`src/rtl/serial_subtractor_pkg.sv`:
```
// Shared types and limits for the bit-serial subtractor.
// Provides the FSM state encoding and the signed-overflow helper.
package sub_pkg;

  localparam int SUB_MAX_WIDTH = 32;

  typedef enum logic [0:0] {
    IDLE = 1'b0,
    RUN  = 1'b1
  } state_t;

  // Overflow is only possible when the operand signs differ.
  function automatic logic ovf_flag(input logic a_msb, input logic b_msb, input logic d_msb);
    ovf_flag = (a_msb ^ b_msb) ? (d_msb ^ a_msb) : 1'b0;
  endfunction

endpackage

```
`src/rtl/serial_subtractor_full_subtractor.sv`:
```
// One-bit full subtractor built from two cascaded half subtractors.
// d = x - y - bin, with bo set when a borrow propagates out.
module half_subtractor (
  input  logic x,
  input  logic y,
  output logic d,
  output logic bo
);
  assign d  = x ^ y;
  assign bo = ~x & y;
endmodule

module full_subtractor (
  input  logic x,
  input  logic y,
  input  logic bin,
  output logic d,
  output logic bo
);
  logic d1_s;
  logic b1_s;
  logic b2_s;

  half_subtractor u_hs0 (.x(x),    .y(y),   .d(d1_s), .bo(b1_s));
  half_subtractor u_hs1 (.x(d1_s), .y(bin), .d(d),    .bo(b2_s));

  assign bo = b1_s | b2_s;
endmodule

```
`src/rtl/serial_subtractor.sv`:
```
// Bit-serial a - b, LSB first, one bit per clock with a registered borrow.
// Results and flags are held until the next accepted start.
module serial_subtractor
  import sub_pkg::*;
#(
  parameter int WIDTH = 8
) (
  input  logic             clk,
  input  logic             rst,
  input  logic             start,
  input  logic [WIDTH-1:0] a,
  input  logic [WIDTH-1:0] b,
  output logic             busy,
  output logic             done,
  output logic [WIDTH-1:0] diff,
  output logic             bout,
  output logic             ovf
);
  localparam int              CNT_W   = $clog2(WIDTH) + 1;
  localparam logic [CNT_W-1:0] CNT_LAST = CNT_W'(WIDTH - 1);
  localparam logic [CNT_W-1:0] CNT_ONE  = CNT_W'(1);

  state_t           state_r;
  logic [WIDTH-1:0] a_r;
  logic [WIDTH-1:0] b_r;
  logic [WIDTH-1:0] diff_r;
  logic [CNT_W-1:0] cnt_r;
  logic             borrow_r;
  logic             a_msb_r;
  logic             b_msb_r;
  logic             busy_r;
  logic             done_r;
  logic             bout_r;
  logic             ovf_r;
  logic             d_s;
  logic             bo_s;

  full_subtractor u_fs (
    .x  (a_r[0]),
    .y  (b_r[0]),
    .bin(borrow_r),
    .d  (d_s),
    .bo (bo_s)
  );

  // Control FSM, operand shift registers, counter and result flags.
  always_ff @(posedge clk) begin
    if (rst) begin
      state_r  <= IDLE;
      a_r      <= '0;
      b_r      <= '0;
      diff_r   <= '0;
      cnt_r    <= '0;
      borrow_r <= 1'b0;
      a_msb_r  <= 1'b0;
      b_msb_r  <= 1'b0;
      busy_r   <= 1'b0;
      done_r   <= 1'b0;
      bout_r   <= 1'b0;
      ovf_r    <= 1'b0;
    end else begin
      done_r <= 1'b0;
      case (state_r)
        IDLE: begin
          if (start) begin
            a_r      <= a;
            b_r      <= b;
            a_msb_r  <= a[WIDTH-1];
            b_msb_r  <= b[WIDTH-1];
            borrow_r <= 1'b0;
            cnt_r    <= '0;
            diff_r   <= '0;
            busy_r   <= 1'b1;
            state_r  <= RUN;
          end else begin
            state_r <= IDLE;
          end
        end
        RUN: begin
          diff_r   <= {d_s, diff_r[WIDTH-1:1]};
          a_r      <= {1'b0, a_r[WIDTH-1:1]};
          b_r      <= {1'b0, b_r[WIDTH-1:1]};
          borrow_r <= bo_s;
          cnt_r    <= cnt_r + CNT_ONE;
          // d_s on the last bit is the sign bit of the result.
          if (cnt_r == CNT_LAST) begin
            state_r <= IDLE;
            busy_r  <= 1'b0;
            done_r  <= 1'b1;
            bout_r  <= bo_s;
            ovf_r   <= ovf_flag(a_msb_r, b_msb_r, d_s);
          end else begin
            state_r <= RUN;
          end
        end
        default: begin
          state_r <= IDLE;
          busy_r  <= 1'b0;
        end
      endcase
    end
  end

  assign busy = busy_r;
  assign done = done_r;
  assign diff = diff_r;
  assign bout = bout_r;
  assign ovf  = ovf_r;

endmodule

```
`config.mk`:
```
export PLATFORM = sky130hd
export DESIGN_NAME = serial_subtractor
export DESIGN_NICKNAME = d
export VERILOG_FILES = /design/src/rtl/serial_subtractor_pkg.sv /design/src/rtl/serial_subtractor_full_subtractor.sv /design/src/rtl/serial_subtractor.sv
export SDC_FILE = /design/constraint.sdc
export NUM_CORES = 1
export LEC_CHECK = 0
export ABC_AREA = 1
export BUFFER_PORTS_ARGS = -buffer_cell sky130_fd_sc_hd__clkbuf_2
export CAP_MARGIN = 30
export CORE_MARGIN = 10
export CORE_UTILIZATION = 30
export DETAILED_ROUTE_END_ITERATION = 8
export GPL_TIMING_DRIVEN = 0
export SETUP_SLACK_MARGIN = 0.02
export SLEW_MARGIN = 30
export SYNTH_ARGS = -nofsm -noshare
export SYNTH_HDL_FRONTEND = slang
export SYNTH_HIERARCHICAL = 1
export SYNTH_SLANG_ARGS = --single-unit
```
`constraint.sdc`:
```
create_clock -name clk -period 3 [get_ports clk]
set_clock_uncertainty 0.2 [all_clocks]
set_input_delay 0.6 -clock clk [delete_from_list [all_inputs] [get_ports clk]]
set_output_delay 0.6 -clock clk [all_outputs]
set_load 0.1 [all_outputs]
```
; ---- Word level (Yosys, flattened, before mapping)
; Index checks and enable logic that the tools add are counted.
[totals]
ff_bits = 36
in_bits = 19
output_inout_bits = 12
elab_cells = 48
[classes]
n_addsub = 1
n_eq_ne = 3
n_mux = 18
bitwise = 10
n_reduce_logical = 4
[ops]
columns = op, count
row1 = $pmux 8 s2, 3
row2 = $mux 8, 3
row3 = $pmux 4 s2, 1
row4 = $mux 1, 7
row5 = $pmux 1 s2, 3
row6 = $reduce_and 2->1, 3
row7 = $add 4x1->4 const B, 1
row8 = $eq 4x3->1 const B, 1
row9 = $mux 4, 1
row10 = $xor 1x1->1, 4
row11 = $not 1->1, 3
row12 = $and 1x1->1, 2
row13 = $ne 2x1->1 const B, 1
row14 = $ne 2x2->1 const B, 1
row15 = $reduce_or 2->1, 1
row16 = $or 1x1->1, 1

; ---- Longest topological paths before layout
; Gate-level depths: netlist (run 1).
[logic_depth]
ltp_word = 5
depth_mapped = 10
depth_no_buf = 10

; ---- By module
; Netlist (run 1), hierarchy kept.
[modules_own_cells]
columns = module, n_inst, cells_per_inst, area_per_inst_um2, seq_area_each_um2
row1 = serial_subtractor, 1, 212, 1536.5, 720.7
row2 = half_subtractor, 2, 3, 20.0, 0.0
row3 = full_subtractor, 1, 3, 11.3, 0.0

; ---- Worst setup path before layout (run 1)
; No wires, ideal clock.
[synth_timing]
path_kind = reg2out
startpoint = register diff_r[1] (netlist: diff[1])
endpoint = output port diff[1]
arrival_time_ps = 940
required_time_ps = 2200
setup_slack_ps = 1260
path_stages_with_launch = 1
path_buffers = 0
path_cell_list = dfxtp_1
[synth_lines]
columns = item, line
row1 = start: declaration, serial_subtractor.sv:26  ; logic [WIDTH-1:0] diff_r;
row2 = start signal: assignment, serial_subtractor.sv:80  ; diff_r <= {d_s, diff_r[WIDTH-1:1]};
row3 = end: declaration, serial_subtractor.sv:15  ; output logic [WIDTH-1:0] diff,
; No word-level cell between the ends.

; ---- Worst setup path in the final report (run 1)
[layout_timing]
startpoint = register diff_r[7] (netlist: diff[7])
endpoint = output port diff[7]
; No word-level cell between the ends.

==> results of run 1 <==
## flip-flops by register name, indices dropped and copies added, names as in the netlist
name,flops
a_msb_r,1
a_r,8
b_msb_r,1
b_r,8
borrow_r,1
bout,1
busy,1
cnt_r,4
diff,8
done,1
ovf,1
state_r,1
## final cells by class
class	count	area, um^2
plain buffers	11	93.8
clock buffers	7	96.3
clock inverters	1	30.0
fillers	562	3160
inverters	28	105
multi-input cells	146	668
flip-flops and latches	36	721
well taps	70	87.6
repair buffers	29	145
## logic make-up (layout without fill, tap and decap cells)
logic type	Yosys count	in the layout	share of synthesized area
AOI/OAI and AO/OA	13	13	0.0410
adders and majority gates	3	3	0.0236
buffers and inverters	39	76	0.125
and+or+nand+nor	130	130	0.356
DFF	36	36	0.454
## power by group through the flow
stage,sequential [W],clock [W],combinational [W]
floorplan,0.000530,0,0.0000777
global placement,0.000518,0,0.000123
detailed placement,0.000519,0,0.000124
CTS,0.000507,0.000481,0.000124
global route,0.000509,0.000495,0.000139
finish,0.000508,0.000466,0.000122
## worst min-delay path by stage
stage / startpoint / end / cells past startpoint
after floorplan: borrow_r$_SDFFE_PP0P_ / borrow_r$_SDFFE_PP0P_ / 2
after global placement: diff[0]$_SDFFE_PP0P_ / diff[0]$_SDFFE_PP0P_ / 2
after detailed placement: diff[0]$_SDFFE_PP0P_ / diff[0]$_SDFFE_PP0P_ / 2
after CTS: diff[0]$_SDFFE_PP0P_ / diff[0]$_SDFFE_PP0P_ / 2
after global routing: ovf$_SDFFE_PP0P_ / ovf$_SDFFE_PP0P_ / 2
final: diff[0]$_SDFFE_PP0P_ / diff[0]$_SDFFE_PP0P_ / 2
## per-layer routing
metal | share of wire | track usage | vias to the layer above
li1 | - | - | 766
met1 | 0.48 | 0.0971 | 603
met2 | 0.44 | 0.138 | 25
met3 | 0.069 | 0.0436 | 3
met4 | 0.010 | 0.0308 | 0
met5 | 0 | 0 | -
## metrics by stage
step,instances,hold slack (ps),power (W),utilization,worst slack (ps)
2_1_floorplan,221,243,0.000608,-,1260
3_3_place_gp,320,253,0.000641,0.356,1360
3_5_place_dp,320,257,0.000642,0.356,1330
4_1_cts,328,269,0.00111,0.381,1050
5_1_grt,328,297,0.00114,0.381,1020
6_report,328,266,0.00110,0.381,1070
## Yosys cell counts
| cell | number |
|---|---|
| nand2_1 | 78 |
| nand3_1 | 37 |
| dfxtp_1 | 36 |
| inv_1 | 27 |
| a21oi_1 | 10 |
| nor2_1 | 9 |
| buf_6 | 6 |
| buf_2 | 3 |
| ha_1 | 3 |
| o21ai_0 | 3 |
| nor2_4 | 2 |
| buf_4 | 1 |
| clkbuf_1 | 1 |
| inv_2 | 1 |
| nand2_2 | 1 |
| nand3b_1 | 1 |
| nor3_1 | 1 |
| nor3b_2 | 1 |
## placed cells by master, fill, tap and decap left out, types with 2 or more instances in the layout
cell      instances
inv_1            27
nor2_1            9
clkbuf_2         29
nor2_4            2
buf_6             6
o21ai_0           3
ha_1              3
nand3_1          37
nand2_1          78
buf_2             3
clkbuf_8          7
a21oi_1          10
dfxtp_1          36
==> flow_metrics.env, run 1 <==
export IMPL_status="finished clean"
export IMPL_crit_path_max_fanout=3
export IMPL_grt_pass1_vias=1356
export IMPL_comb_power_share=0.111
export IMPL_h_tree_depth=2
export IMPL_rsz0062_at_grt="false"
export IMPL_overflow=0
export IMPL_core_mm2=0.00511
export IMPL_die_h_um=92.8
export IMPL_r2r_slack_ps=1340
export IMPL_path_buf_inv=1
export IMPL_post_route_min_period_ps=1930
export IMPL_ys_top_cells_by_area="dfxtp_1, nand2_1, nand3_1"
export IMPL_setup_viol=0
export IMPL_drive_above_1_share=0.202
export IMPL_crit_family="buffers and inverters"
export IMPL_drt_total_wl_mm=3.47
export IMPL_grt_pass1_wl_mm=6.00
export IMPL_synth_cell_type_count=18
export IMPL_via_count=1397
export IMPL_start_kind="flip-flop"
export IMPL_end_kind="output port"
export IMPL_die_area_mm2=0.00860
export IMPL_ir_worst_vdd_mv=0.253
export IMPL_syn_cell_area_mm2=0.00159
export IMPL_swShare=0.237
export IMPL_synth_top_area_cell="dfxtp_1"
export IMPL_syn_instance_count=221
export IMPL_reg2reg_depth=10
export IMPL_power_leakage_nw=0.978
export IMPL_power_switching_w=0.000260
export IMPL_firstDrtPassIters=4
export IMPL_drv_slew=0
export IMPL_cts_hold_buf=0
export IMPL_clkPwrFrac=0.425
export IMPL_antenna_found_initial=0
export IMPL_slew_headroom=0.636
export IMPL_dp_final_hpwl_mm=2.63
export IMPL_io_pins=31
export IMPL_hold_viol=0
export IMPL_syn_area_per_cell_um2=7.18
export IMPL_r2r_start="a_r[0]$_SDFFE_PP0P_"
export IMPL_cts_buffer_depth=2
export IMPL_post_cts_buffers=0
export IMPL_antennaDiodeCount=0
export IMPL_clock_fmax_mhz=518
export IMPL_power_density_mw_per_mm2=562
export IMPL_cp_cell_sequence="clkbuf_2"
export IMPL_tritoncts="done"
export IMPL_worst_pin_slew_ps=548
export IMPL_syn_to_final_growth_pct=22.6
export IMPL_cap_violations=0
export IMPL_endpoint="diff[7]"
export IMPL_yosys_register_bits=36
export IMPL_grt_max_degree=12
export IMPL_r2r_end="ovf$_SDFFE_PP0P_"
export IMPL_cp_depth=1
export IMPL_nets=279
export IMPL_root_buffer="clkbuf_8"
export IMPL_synth_top_cell_area_share=0.454
export IMPL_start_util=0.311
export IMPL_detail_route_iter0_violations=41
export IMPL_vias_per_cell=4.26
export IMPL_place_gp_congestion=0.778
export IMPL_min_path_type="reg -> reg"
export IMPL_p_seq_frac=0.464
export IMPL_portBuffers=29
export IMPL_rows=26
export IMPL_cp_startpoint="diff[7]$_SDFFE_PP0P_"
export IMPL_finalSetupTns_ps=0
export IMPL_placed_area_mm2=0.00182
export IMPL_yosys_warnings=6
export IMPL_post_drt_wl_per_cell_um=10.6
export IMPL_clkTransAtPathRegs_ps=70
export IMPL_crit_arrival_ps=1130
export IMPL_design_area_mm2=0.00195
export IMPL_post_cts_resized=0
export IMPL_grtUsageTotal=0.0863
export IMPL_cts_sinks=36
export IMPL_antenna_left=0
export IMPL_fin_crit_sh=0.643
export IMPL_cpPeakStageDelay_ps=470
export IMPL_syn_nets=243
export IMPL_critical_path_class="reg -> out"
export IMPL_drc=0
export IMPL_cp_slowest_cell="clkbuf_2"
export IMPL_yosysSeqAreaShare=0.454
export IMPL_required_ps=2200
export IMPL_internal_power_w=0.000835
export IMPL_cts_buffers=5
export IMPL_die_w_um=92.8
export IMPL_clk_latency_ps=290
No activity file was read; power rests on OpenSTA's default activity.
==> run 2, diff against run 1 <==
==> constraint.sdc (replaced) <==
create_clock -name clk -period 1.7 [get_ports clk]
set_clock_uncertainty 0.2 [all_clocks]
set_input_delay 0.34 -clock clk [delete_from_list [all_inputs] [get_ports clk]]
set_output_delay 0.34 -clock clk [all_outputs]
set_load 0.1 [all_outputs]
==> run 2 against run 1 <==
First-iteration DRC count is 4.9% higher. Die area unchanged. Non-clock buffer count unchanged. Sequential power rose by 76%. Register-to-register slack worse by 1300 ps. Utilization grew 0.12 points. Combinational power increased by 78%. Worst hold slack got worse by 170 ps. Via count is essentially flat. Critical endpoint is now bout.
==> flow_metrics.env, run 2 (synthesis results as in run 1) <==
export IMPL_via_count=1398
export IMPL_grt_pass1_wl_mm=6.00
export IMPL_start_util=0.311
export IMPL_final_seq_area_um2=722
export IMPL_min_path_type="in -> reg"
export IMPL_post_drt_wl_per_cell_um=10.6
export IMPL_antenna_found_initial=0
export IMPL_layout_cells_most_common="nand2_1"
export IMPL_drc=0
export IMPL_place_gp_congestion=0.778
export IMPL_end_kind="output port"
export IMPL_finalSetupTns_ps=0
export IMPL_start_kind="flip-flop"
export IMPL_final_util=0.382
export IMPL_power_density_mw_per_mm2=991
export IMPL_final_cell_mix="nand2_1, nand3_1, dfxtp_1"
export IMPL_critical_path_class="reg -> out"
export IMPL_cts_hold_buf=0
export IMPL_cap_violations=0
export IMPL_status="finished clean"
export IMPL_die_w_um=92.8
export IMPL_root_buffer="clkbuf_8"
export IMPL_cp_cell_sequence="clkbuf_2"
export IMPL_grtUsageTotal=0.0863
export IMPL_portBuffers=29
export IMPL_rsz0062_at_grt="true"
export IMPL_required_ps=1160
export IMPL_crit_path_max_fanout=2
export IMPL_dp_final_hpwl_mm=2.63
export IMPL_drt_total_wl_mm=3.47
export IMPL_tritoncts="done"
export IMPL_antennaDiodeCount=0
export IMPL_ir_worst_vdd_mv=0.446
export IMPL_drv_slew=0
export IMPL_core_mm2=0.00511
export IMPL_cts_buffers=5
export IMPL_drive_above_1_share=0.209
export IMPL_clock_fmax_mhz=615
export IMPL_rows=26
export IMPL_detail_route_iter0_violations=43
export IMPL_worst_pin_slew_ps=548
export IMPL_setup_viol=0
export IMPL_cts_buffer_depth=2
export IMPL_clk_latency_ps=290
export IMPL_nets=279
export IMPL_die_area_mm2=0.00860
export IMPL_hold_viol=0
export IMPL_grt_pass1_vias=1356
export IMPL_slew_headroom=0.636
export IMPL_cp_slowest_cell="clkbuf_2"
export IMPL_post_cts_resized=3
export IMPL_power_leakage_nw=0.982
export IMPL_cpPeakStageDelay_ps=460
export IMPL_crit_family="buffers and inverters"
export IMPL_crit_arrival_ps=1090
export IMPL_post_cts_buffers=0
export IMPL_post_route_min_period_ps=1630
export IMPL_antenna_left=0
export IMPL_path_buf_inv=1
export IMPL_fin_crit_sh=0.957
export IMPL_die_h_um=92.8
export IMPL_stdcell_count=328
export IMPL_firstDrtPassIters=4
export IMPL_vias_per_cell=4.26
export IMPL_fillers=559
export IMPL_grt_max_degree=12
export IMPL_timing_hold_ws_ps=101
export IMPL_multi_input_area_um2=668
export IMPL_h_tree_depth=2
export IMPL_cts_sinks=36
export IMPL_overflow=0
export IMPL_io_pins=31
export IMPL_placed_cells=320
export IMPL_syn_to_final_growth_pct=23.0
export IMPL_clkTransAtPathRegs_ps=70
run 2: changes by cell type in the layout (fill, tap and decap cells not counted), sizes merged:
cell / change
buf: +5
clkbuf: -5
run 2: area by class of cell:
type / instances / area share
Buffer: 11 / 0.0480
Clock inverter: 1 / 0.0154
Clock buffer: 7 / 0.0493
Timing Repair Buffer: 29 / 0.0769
Inverter: 28 / 0.0538
Multi-Input combinational cell: 146 / 0.342
Tap cell: 70 / 0.0448
Sequential cell: 36 / 0.370
run 2: path summary, 6_finish.rpt:
check,from,endpoint,slack [ps],depth (start not counted)
worst max register to register,a_r[0]$_SDFFE_PP0P_,ovf$_SDFFE_PP0P_,80,10
worst min-delay path,b[7],b_r[7]$_SDFFE_PP0P_,100,3
worst max-delay path,bout$_SDFFE_PP0P_,bout,70,1
worst min register to register,diff[0]$_SDFFE_PP0P_,diff[0]$_SDFFE_PP0P_,270,2
run 2: power by group:
group	internal [W]	total (W)	switching [W]
Combinational	0.0000812	0.000217	0.000135
Sequential	0.000877	0.000896	0.0000191
Clock	0.000517	0.000822	0.000305
Total	0.00148	0.00193	0.000459
run 2: metal layers:
layer	vias up	GRT usage	wire length [um]
met5	-	0	0
met4	0	0.0308	35
met3	3	0.0436	240
met2	25	0.138	1530
met1	604	0.0971	1670
li1	766	-	-
run 2: per-stage QoR:
| stage | cell area, um^2 | total power, W | setup slack (ps) |
|---|---|---|---|
| global route | 1950 | 0.00202 | 3.56 |
| global placement | 1820 | 0.00113 | 57.8 |
| detailed placement | 1820 | 0.00113 | 34.0 |
| finish | 1950 | 0.00193 | 73.0 |
| floorplan | 1590 | 0.00107 | 149 |
| CTS | 1950 | 0.00197 | 22.0 |
